===== src/rtl/battleship_pkg.sv =====
// Shared definitions for the Battleship game: grid size, datapath state codes, player IDs.
// Latency: n/a (definitions only).
// Backpressure: n/a.
package battleship_pkg;

  localparam int CELLS = 36;

  // State codes presented on dp_state; hit_or_miss and the display decode these.
  localparam logic [2:0] ST_IDLE      = 3'd0;
  localparam logic [2:0] ST_PLACE_P1  = 3'd1;
  localparam logic [2:0] ST_PLACE_P2  = 3'd2;
  localparam logic [2:0] ST_FIRE      = 3'd3;
  localparam logic [2:0] ST_RESULT    = 3'd4;
  localparam logic [2:0] ST_GAME_OVER = 3'd5;

  localparam logic P1 = 1'b0;
  localparam logic P2 = 1'b1;

  // Internal sequencer phases; FIRE is split into ARM and WAIT.
  typedef enum logic [2:0] {
    S_IDLE      = 3'd0,
    S_PLACE_P1  = 3'd1,
    S_PLACE_P2  = 3'd2,
    S_FIRE_ARM  = 3'd3,
    S_FIRE_WAIT = 3'd4,
    S_RESULT    = 3'd5,
    S_GAME_OVER = 3'd6
  } phase_e;

  // Map internal phase to the externally visible state code.
  function automatic logic [2:0] state_code(input phase_e p);
    logic [2:0] c;
    c = ST_IDLE;
    case (p)
      S_IDLE:      c = ST_IDLE;
      S_PLACE_P1:  c = ST_PLACE_P1;
      S_PLACE_P2:  c = ST_PLACE_P2;
      S_FIRE_ARM:  c = ST_FIRE;
      S_FIRE_WAIT: c = ST_FIRE;
      S_RESULT:    c = ST_RESULT;
      S_GAME_OVER: c = ST_GAME_OVER;
      default:     c = ST_IDLE;
    endcase
    return c;
  endfunction

endpackage


===== src/rtl/onehot_check.sv =====
// Combinational one-hot detector over a cell-select vector.
// Latency: 0 cycles (pure combinational).
// Backpressure: none.
// Ports: vec (WIDTH-bit input), is_onehot (1 when exactly one bit of vec is set).
module onehot_check #(
  parameter int WIDTH = battleship_pkg::CELLS
) (
  input  logic [WIDTH-1:0] vec,
  output logic             is_onehot
);

  // Nonzero and clearing the lowest set bit leaves nothing behind.
  always_comb begin
    is_onehot = (vec != '0) && ((vec & (vec - WIDTH'(1))) == '0);
  end

endmodule


===== src/rtl/battleship_turn_controller.sv =====
// Game sequencer for two-player Battleship: placement, alternating fire turns, winner detect.
// Latency: key accept -> dp_fire 1 cycle; dp response -> board update 1 cycle; empty board -> winner_valid RESULT_HOLD+1.
// Backpressure: none; keys are accepted or rejected (err) immediately, datapath gets DP_TIMEOUT cycles to answer.
// Ports: clk/reset (sync, active-high); start; key_valid/key (one-hot cell); dp_hit/dp_miss/dp_new_ships from
//        datapath; dp_place/dp_fire/dp_state/dp_target/dp_enemy_ships to datapath; turn; p1/p2 boards and shot
//        masks; last_hit/last_miss; err pulse; winner_valid/winner.
module battleship_turn_controller
  import battleship_pkg::*;
#(
  parameter int CELLS             = battleship_pkg::CELLS,
  parameter int SHIP_CELLS        = 4,
  parameter int RESULT_HOLD       = 4,
  parameter int DP_TIMEOUT        = 8,
  parameter bit EXTRA_TURN_ON_HIT = 1'b0
) (
  input  logic             clk,
  input  logic             reset,
  input  logic             start,
  input  logic             key_valid,
  input  logic [CELLS-1:0] key,
  input  logic             dp_hit,
  input  logic             dp_miss,
  input  logic [CELLS-1:0] dp_new_ships,
  output logic             dp_place,
  output logic             dp_fire,
  output logic [2:0]       dp_state,
  output logic [CELLS-1:0] dp_target,
  output logic [CELLS-1:0] dp_enemy_ships,
  output logic             turn,
  output logic [CELLS-1:0] p1_board,
  output logic [CELLS-1:0] p2_board,
  output logic [CELLS-1:0] p1_shots,
  output logic [CELLS-1:0] p2_shots,
  output logic             last_hit,
  output logic             last_miss,
  output logic             err,
  output logic             winner_valid,
  output logic             winner
);

  localparam int PCW = (SHIP_CELLS  > 1) ? $clog2(SHIP_CELLS)  : 1;
  localparam int WCW = (DP_TIMEOUT  > 1) ? $clog2(DP_TIMEOUT)  : 1;
  localparam int HCW = (RESULT_HOLD > 1) ? $clog2(RESULT_HOLD) : 1;

  phase_e           state_q, state_d;
  logic             turn_q, turn_d;
  logic [CELLS-1:0] p1_board_q, p1_board_d;
  logic [CELLS-1:0] p2_board_q, p2_board_d;
  logic [CELLS-1:0] p1_shots_q, p1_shots_d;
  logic [CELLS-1:0] p2_shots_q, p2_shots_d;
  logic [CELLS-1:0] target_q, target_d;
  logic [PCW-1:0]   placed_q, placed_d;
  logic [WCW-1:0]   wait_cnt_q, wait_cnt_d;
  logic [HCW-1:0]   hold_cnt_q, hold_cnt_d;
  logic             last_hit_q, last_hit_d;
  logic             last_miss_q, last_miss_d;
  logic             err_q, err_d;
  logic             fire_q, fire_d;
  logic             winner_q, winner_d;

  logic             key_onehot;
  logic             key_bad;
  logic [CELLS-1:0] act_board;
  logic [CELLS-1:0] atk_shots;
  logic [CELLS-1:0] def_board;

  onehot_check #(.WIDTH(CELLS)) u_key_chk (
    .vec       (key),
    .is_onehot (key_onehot)
  );

  always_comb begin
    key_bad   = key_valid && !key_onehot;
    act_board = (state_q == S_PLACE_P2) ? p2_board_q : p1_board_q;
    atk_shots = (turn_q == P2) ? p2_shots_q : p1_shots_q;
    def_board = (turn_q == P2) ? p1_board_q : p2_board_q;
  end

  always_comb begin
    state_d     = state_q;
    turn_d      = turn_q;
    p1_board_d  = p1_board_q;
    p2_board_d  = p2_board_q;
    p1_shots_d  = p1_shots_q;
    p2_shots_d  = p2_shots_q;
    target_d    = target_q;
    placed_d    = placed_q;
    wait_cnt_d  = wait_cnt_q;
    hold_cnt_d  = hold_cnt_q;
    last_hit_d  = last_hit_q;
    last_miss_d = last_miss_q;
    winner_d    = winner_q;
    err_d       = 1'b0;
    fire_d      = 1'b0;

    case (state_q)
      S_IDLE: begin
        if (start) begin
          state_d = S_PLACE_P1;
          turn_d  = P1;
        end
      end

      S_PLACE_P1, S_PLACE_P2: begin
        if (key_valid) begin
          if (key_bad || ((key & act_board) != '0)) begin
            err_d = 1'b1;
          end else begin
            if (state_q == S_PLACE_P1) p1_board_d = p1_board_q | key;
            else                       p2_board_d = p2_board_q | key;
            if (placed_q == PCW'(SHIP_CELLS - 1)) begin
              placed_d = '0;
              if (state_q == S_PLACE_P1) begin
                state_d = S_PLACE_P2;
                turn_d  = P2;
              end else begin
                state_d = S_FIRE_ARM;
                turn_d  = P1;
              end
            end else begin
              placed_d = placed_q + PCW'(1);
            end
          end
        end
      end

      S_FIRE_ARM: begin
        if (key_valid) begin
          if (key_bad || ((key & atk_shots) != '0)) begin
            err_d = 1'b1;
          end else begin
            target_d   = key;
            fire_d     = 1'b1;
            wait_cnt_d = '0;
            state_d    = S_FIRE_WAIT;
            if (turn_q == P2) p2_shots_d = p2_shots_q | key;
            else              p1_shots_d = p1_shots_q | key;
          end
        end
      end

      S_FIRE_WAIT: begin
        // A well-formed key is simply ignored while the datapath is busy.
        err_d = key_bad;
        if (dp_hit || dp_miss) begin
          // Simultaneous hit and miss resolves as a hit.
          last_hit_d  = dp_hit;
          last_miss_d = !dp_hit;
          hold_cnt_d  = '0;
          state_d     = S_RESULT;
          if (turn_q == P2) p1_board_d = dp_new_ships;
          else              p2_board_d = dp_new_ships;
        end else if (wait_cnt_q == WCW'(DP_TIMEOUT - 1)) begin
          // Datapath never answered: refund the shot so the cell can be fired again.
          err_d   = 1'b1;
          state_d = S_FIRE_ARM;
          if (turn_q == P2) p2_shots_d = p2_shots_q & ~target_q;
          else              p1_shots_d = p1_shots_q & ~target_q;
        end else begin
          wait_cnt_d = wait_cnt_q + WCW'(1);
        end
      end

      S_RESULT: begin
        if (hold_cnt_q == HCW'(RESULT_HOLD - 1)) begin
          last_hit_d  = 1'b0;
          last_miss_d = 1'b0;
          if (def_board == '0) begin
            state_d  = S_GAME_OVER;
            winner_d = turn_q;
          end else begin
            state_d = S_FIRE_ARM;
            if (!(last_hit_q && EXTRA_TURN_ON_HIT)) turn_d = !turn_q;
          end
        end else begin
          hold_cnt_d = hold_cnt_q + HCW'(1);
        end
      end

      S_GAME_OVER: begin
        err_d = key_bad;
        if (start) begin
          state_d    = S_PLACE_P1;
          turn_d     = P1;
          p1_board_d = '0;
          p2_board_d = '0;
          p1_shots_d = '0;
          p2_shots_d = '0;
          target_d   = '0;
          placed_d   = '0;
          winner_d   = 1'b0;
        end
      end

      default: state_d = S_IDLE;
    endcase
  end

  always_ff @(posedge clk) begin
    if (reset) begin
      state_q     <= S_IDLE;
      turn_q      <= 1'b0;
      p1_board_q  <= '0;
      p2_board_q  <= '0;
      p1_shots_q  <= '0;
      p2_shots_q  <= '0;
      target_q    <= '0;
      placed_q    <= '0;
      wait_cnt_q  <= '0;
      hold_cnt_q  <= '0;
      last_hit_q  <= 1'b0;
      last_miss_q <= 1'b0;
      err_q       <= 1'b0;
      fire_q      <= 1'b0;
      winner_q    <= 1'b0;
    end else begin
      state_q     <= state_d;
      turn_q      <= turn_d;
      p1_board_q  <= p1_board_d;
      p2_board_q  <= p2_board_d;
      p1_shots_q  <= p1_shots_d;
      p2_shots_q  <= p2_shots_d;
      target_q    <= target_d;
      placed_q    <= placed_d;
      wait_cnt_q  <= wait_cnt_d;
      hold_cnt_q  <= hold_cnt_d;
      last_hit_q  <= last_hit_d;
      last_miss_q <= last_miss_d;
      err_q       <= err_d;
      fire_q      <= fire_d;
      winner_q    <= winner_d;
    end
  end

  always_comb begin
    dp_state       = state_code(state_q);
    dp_place       = (state_q == S_PLACE_P1) || (state_q == S_PLACE_P2);
    dp_fire        = fire_q;
    dp_target      = target_q;
    // The defender's board is presented throughout FIRE so it is valid when dp_fire strobes.
    dp_enemy_ships = ((state_q == S_FIRE_ARM) || (state_q == S_FIRE_WAIT)) ? def_board : '0;
    turn           = turn_q;
    p1_board       = p1_board_q;
    p2_board       = p2_board_q;
    p1_shots       = p1_shots_q;
    p2_shots       = p2_shots_q;
    last_hit       = last_hit_q;
    last_miss      = last_miss_q;
    err            = err_q;
    winner_valid   = (state_q == S_GAME_OVER);
    winner         = winner_q;
  end

endmodule

===== config.mk =====
export PLATFORM = sky130hd
export DESIGN_NAME = battleship_turn_controller
export DESIGN_NICKNAME = d
export VERILOG_FILES = /design/src/rtl/battleship_pkg.sv /design/src/rtl/onehot_check.sv /design/src/rtl/battleship_turn_controller.sv
export SDC_FILE = /design/constraint.sdc
export NUM_CORES = 1
export LEC_CHECK = 0
export CAP_MARGIN = 0
export CORE_UTILIZATION = 35
export DETAILED_ROUTE_END_ITERATION = 6
export GPL_TIMING_DRIVEN = 0
export REMOVE_ABC_BUFFERS = 1
export SLEW_MARGIN = 20
export SYNTH_ARGS = -nofsm -noshare
export SYNTH_HDL_FRONTEND = slang
export SYNTH_SLANG_ARGS = --single-unit

===== constraint.sdc =====
create_clock -name clk -period 4.82 [get_ports clk]
set_clock_uncertainty 0.2 [all_clocks]
set_input_delay 0.964 -clock clk [delete_from_list [all_inputs] [get_ports clk]]
set_output_delay 0.964 -clock clk [all_outputs]
set_load 0.01 [all_outputs]

Word level (Yosys, flattened, before mapping)
Cells that the tools add are included.
{"block": "op_classes", "addsub": 4, "eq_ne": 31, "n_mux": 84, "bitwise_logic": 12, "reduce_logical": 40}
{"cell": "$mux W36", "n": 29}
{"cell": "$pmux W36 S3", "n": 4}
{"cell": "$and A36 B36 Y36", "n": 5}
{"cell": "$or A36 B36 Y36", "n": 4}
{"cell": "$reduce_bool A36 Y1", "n": 3}
{"cell": "$logic_not A36 Y1", "n": 2}
{"cell": "$pmux W36 S2", "n": 1}
{"cell": "$mux W3", "n": 14}
{"cell": "$ne A2 B2 Y1 const B", "n": 20}
{"cell": "$not A36 Y36", "n": 1}
{"cell": "$sub A36 B1 Y36 const B", "n": 1}
{"cell": "$pmux W3 S5", "n": 2}
{"cell": "$reduce_and A8 Y1", "n": 3}
{"cell": "$reduce_and A7 Y1", "n": 3}
{"cell": "$mux W1", "n": 20}
{"cell": "$eq A3 B3 Y1 const B", "n": 4}
{"cell": "$mux W2", "n": 6}
{"cell": "$reduce_and A4 Y1", "n": 3}
{"cell": "$reduce_bool A2 Y1", "n": 5}
{"cell": "$reduce_bool A3 Y1", "n": 3}
{"cell": "$pmux W2 S2", "n": 2}
{"cell": "$eq A3 B2 Y1 const B", "n": 2}
{"cell": "$pmux W1 S2", "n": 3}
{"cell": "$pmux W3 S2", "n": 1}
{"cell": "other kinds (17)", "n": 30}
{"block": "word_totals", "reg_bits": 196, "output_inout_bits": 227}

Longest topological paths before layout
{"block": "logic_depth", "ltp_word": 10, "depth_mapped": 13}

By module
A second synthesis with hierarchy kept.
{"block": "unflattened", "cells_unflattened": 1335, "hier_area_um2": 10467.5}
{"module": "battleship_turn_controller", "n_inst": 1, "cells_each": 1263, "area_per_inst_um2": 9998.3}
{"module": "onehot_check", "n_inst": 1, "cells_each": 72, "area_per_inst_um2": 469.2}

Least setup slack after synthesis
Ideal clock, no wire load.
{"block": "synth_timing", "path_kind": "input to register", "start": "input port key[12]", "end": "register placed_q[1]", "setup_time_ns": 0.116, "arrival_time_ns": 3.610, "required_time_ns": 4.504, "setup_slack_ns": 0.894, "stages": 10, "path_cell_list": "buf_6 -> or3_4 -> or4_4 -> nor2_1 -> a21oi_1 -> or3_1 -> or4_4 -> a2111oi_4 -> a21oi_1 -> a31o_2"}
{"block": "synth_via", "elab_chain_cells": 9, "word_cells_on_any_way": 12, "cone_classes": "1 x add/sub; 1 x eq/ne; 2 x bitwise; 8 x reduce/logical"}
{"element": "start, declared", "line_no": "battleship_turn_controller.sv:20", "rtl": "input logic [CELLS-1:0] key,"}
{"element": "$sub A36 B1 Y36", "line_no": "onehot_check.sv:14", "rtl": "is_onehot = (vec != '0) && ((vec & (vec - WIDTH'(1))) == '0);"}
{"element": "$and A36 B36 Y36", "line_no": "onehot_check.sv:14"}
{"element": "$logic_not A36 Y1", "line_no": "onehot_check.sv:14"}
{"element": "$logic_and A1 B1 Y1", "line_no": "onehot_check.sv:14"}
{"element": "$logic_not A1 Y1", "line_no": "battleship_turn_controller.sv:73", "rtl": "key_bad = key_valid && !key_onehot;"}
{"element": "$logic_and A1 B1 Y1", "line_no": "battleship_turn_controller.sv:73"}
{"element": "$logic_or A1 B1 Y1 (*)", "line_no": "battleship_turn_controller.sv:106", "rtl": "if (key_bad || ((key & act_board) != '0)) begin"}
{"element": "$ne A2 B2 Y1 (no source line) (*)"}
{"element": "$reduce_and A4 Y1 (no source line) (*)"}
{"element": "end signal, assigned", "line_no": "battleship_turn_controller.sv:224", "rtl": "placed_q <= placed_d;"}
{"element": "end, declared", "line_no": "battleship_turn_controller.sv:52", "rtl": "logic [PCW-1:0] placed_q, placed_d;"}
Every way passes the cells marked *; elsewhere a longest branch is shown, timed or not.
A chain may end at the register's enable or synchronous reset.

Worst setup path in the final report
{"block": "layout_timing", "start": "input port key[0]", "end": "register wait_cnt_q[0]"}
{"block": "layout_via", "elab_chain_cells": 9, "word_cells_on_any_way": 12, "cone_classes": "1 x add/sub; 1 x eq/ne; 2 x bitwise; 8 x reduce/logical"}
{"element": "$sub A36 B1 Y36", "line_no": "onehot_check.sv:14"}
{"element": "$and A36 B36 Y36", "line_no": "onehot_check.sv:14"}
{"element": "$logic_not A36 Y1", "line_no": "onehot_check.sv:14"}
{"element": "$logic_and A1 B1 Y1", "line_no": "onehot_check.sv:14"}
{"element": "$logic_not A1 Y1", "line_no": "battleship_turn_controller.sv:73"}
{"element": "$logic_and A1 B1 Y1", "line_no": "battleship_turn_controller.sv:73"}
{"element": "$logic_or A1 B1 Y1 (*)", "line_no": "battleship_turn_controller.sv:129", "rtl": "if (key_bad || ((key & atk_shots) != '0)) begin"}
{"element": "$ne A2 B2 Y1 (no source line) (*)"}
{"element": "$reduce_and A5 Y1 (no source line) (*)"}
{"element": "end signal, assigned", "line_no": "battleship_turn_controller.sv:225", "rtl": "wait_cnt_q <= wait_cnt_d;"}
{"element": "end, declared", "line_no": "battleship_turn_controller.sv:53", "rtl": "logic [WCW-1:0] wait_cnt_q, wait_cnt_d;"}
Marked as above.

==> impl_metrics.yaml <==
timing:
  worst_pin_slew_ns: 0.888
  slew_headroom: 0.401
  rsz0062_at_grt: "false"
  fmax_mhz: 215
  fin_crit_sh: 0.967
  finalHoldViolCount: 0
  fin_crit_ns: 4.66
  drv_slew: 0
  setup_viol: 0
worst_setup_path:
  r2r_setup_slack_ns: 0.27
  worst-setup-path-type: "in -> reg"
  arrival_ns: 4.83
  path_max_fanout: 18
  crit_required_ns: 4.99
  crit_path_end_kind: "flip-flop"
  start_kind: "input port"
finish:
  final_cell_mix: "clkdlybuf4s50_1 (298), dfxtp_1 (194), a21oi_1 (139), o21ai_0 (123), nand3_1 (106)"
  drive_gt1_frac: 0.114
  fin_util: 0.498
  layout.cells.non_filler: 1992
  final_common_cell: "clkdlybuf4s50_1"
  synthToLayoutAreaGrowth_pct: 40.4
  fin_nets: 1664
grt:
  grt_pass1_vias: 11300
  grt_antenna_before_repair: 1
  grt_pass1_wl_um: 69700
  grt_max_degree: 113
  track_usage: 0.289
  grt_overflow: 0
route:
  routed_wl_um: 46700
  dr.pass1.iters: 5
  routedWlPerCell_um: 23.4
  ant_nets: 0
  drc_errors: 0
  drt_iter0_markers: 1006
  routed_via_density: 6.03
  vias: 12000
floorplanning:
  die_x_um: 178
  placementRows: 64
  core_area_um2: 30600
  io_pins: 305
  start_util: 0.355
  dieArea_um2: 31700
  die_h_um: 178
power_and_ir_drop:
  power.internal_mw: 3.29
  p_switching_mw: 2.24
  power.density_nw_per_um2: 363
  p_sw_frac: 0.405
  p_leak_nw: 4.86
  max-vdd-ir-drop_v: 0.000242
  p_comb_frac: 0.394
  finalPower_mw: 5.53
  power.share.clock: 0.270
  p_seq_frac: 0.336
synth:
  yosys.cell_types.count: 71
  ys_ff_latch: 196
  syn_area_um2: 10900
  ys_warn_count: 0
  syn_avg_cell_area_um2: 7.96
  synth_ff_type: "dfxtp_1"
  async_flop_share: 0
  synth_cells: 1363
  yosysSeqAreaShare: 0.361
  synth-edff-count: 0
place:
  io_buffers: 304
  gp_congestion: 0.850
  dp_cells: 1952
  dp_hpwl_um: 32000
status:
  status: "finished, final reports clean"
clock_network:
  htree_levels: 4
  cts.clk_slew.worst_paths_ns: 0.08
  clockBufferDepth: 2
  cts_buffers: 17
  cts.sinks: 196
  cts_root_buf: "clkbuf_16"
  postCtsHoldBufs: 0
  cts_tree: "yes"
  clk-insertion-delay-late_ns: 0.44
flow_run:
  cap_violations: 0
worst_hold_path:
  hold_class: "reg -> reg"
flip-flops by register name, summed over array words and instances (netlist names):
register    flops
p2_shots       36
dp_target      36
turn            1
winner          1
placed_q        2
p1_shots       36
last_hit        1
p1_board       36
p2_board       36
hold_cnt_q      2
dp_fire         1
err             1
state_q         3
last_miss       1
wait_cnt_q      3
critical path, stage by stage:
cell and delay, ns:
clkdlybuf4s50_1 0.71, nor3_2 0.47, nand4_1 0.21, or4_1 0.53, a222oi_1 0.30, and3_1 0.27, nand4_4 0.19, or2_2 0.55
a2111o_1 0.47, a31oi_1 0.15
per-layer routing:
layer | track usage | vias to the layer above | wire [um]
li1 | - | 5533 | -
met1 | 0.385 | 5863 | 20200
met2 | 0.456 | 540 | 21100
met3 | 0.0612 | 68 | 4010
met4 | 0.111 | 0 | 1400
met5 | 0 | - | 0
repair_timing:
| item | 4_1_cts | 5_1_grt |
|---|---|---|
| endpoints found under the setup margin | 166 | 88 |
| cloned | 1 | 0 |
| gates resized for setup | 2 | 6 |
| pin swaps | 5 | 0 |
| setup buffers | 6 | 0 |
per-stage QoR:
| step | worst slack [ns] | TNS, ns | area (um^2) | hold WS, ns |
|---|---|---|---|---|
| 2_1_floorplan | -2.19 | -328.21 | 10300 | 0.264 |
| 3_5_place_dp | -0.830 | -88.48 | 14600 | 0.272 |
| 4_1_cts | 0.0688 | 0 | 15200 | 0.285 |
| 3_3_place_gp | -5.98 | -1209.74 | 13800 | 0.263 |
| 6_report | 0.160 | 0 | 15200 | 0.283 |
| 5_1_grt | 0.0317 | 0 | 15200 | 0.310 |
synthesized netlist by cell type, types with 3 or more instances:
master,n,area [um^2]
o31ai_1,7,52.6
clkbuf_1,113,424
o211ai_1,4,30.0
o41ai_1,4,35.0
mux2i_1,40,400
a211oi_1,74,556
a21oi_2,9,78.8
and3_1,6,37.5
nand2b_1,35,219
nand2_1,105,394
buf_6,4,45.0
or3_1,8,50.1
nor2b_1,3,18.8
mux2_2,65,732
inv_1,12,45.0
o21ai_0,123,616
or4_1,3,22.5
and4_1,5,43.8
a31oi_1,50,313
nor3_1,11,55.1
nor2_1,74,278
ha_1,4,50.1
nand4_1,23,144
dfxtp_1,196,3920
nor4_1,24,150
a22oi_1,29,218
a221oi_1,4,35.0
nand3_1,106,531
a21oi_1,141,706
o22ai_1,3,18.8
a31o_2,3,26.3
buf_1,6,22.5
or2_2,5,31.3
buf_2,16,80.1
path summary, 6_finish.rpt:
path                                                 from                          to  cells past startpoint
worst min-delay path            dp_target[0]$_SDFFE_PP0P_   dp_target[0]$_SDFFE_PP0P_                      2
worst max register to register    state_q[1]$_SDFFE_PP0P_    p1_board[8]$_SDFFE_PP0P_                     14
worst max-delay path                               key[0]  wait_cnt_q[0]$_SDFFE_PP0P_                     10
worst min register to register  dp_target[0]$_SDFFE_PP0P_   dp_target[0]$_SDFFE_PP0P_                      2
cell families (layout without fill, tap and decap cells):
logic type                 after synthesis  count (layout)  synth area share
buffers and inverters                  152             383            0.0572
DFF                                    196             196             0.361
and+or+nand+nor                        424             425             0.197
other                                    0               1                 0
AOI/OAI and AO/OA                      480             480             0.273
muxes                                  105             105             0.104
adders and majority gates                6               6           0.00657
power by group through the flow:
stage	clock [mW]	combinational (mW)	sequential, mW
detailed placement	0	2.07	1.92
CTS	1.51	2.16	1.85
floorplan	0	0.917	1.92
global route	1.58	2.29	1.87
finish	1.49	2.18	1.86
global placement	0	1.67	2.01
layout make-up:
cell class                      count  area, um^2
Fill cell                        2985       15300
Multi-Input combinational cell   1016        6440
Sequential cell                   196        3930
Timing Repair Buffer              338        3720
Tap cell                          396         495
Clock buffer                       20         467
Clock inverter                     12         131
Inverter                           13        48.8
Antenna cell                        1        2.50
No activity file was read; power rests on OpenSTA's default activity.
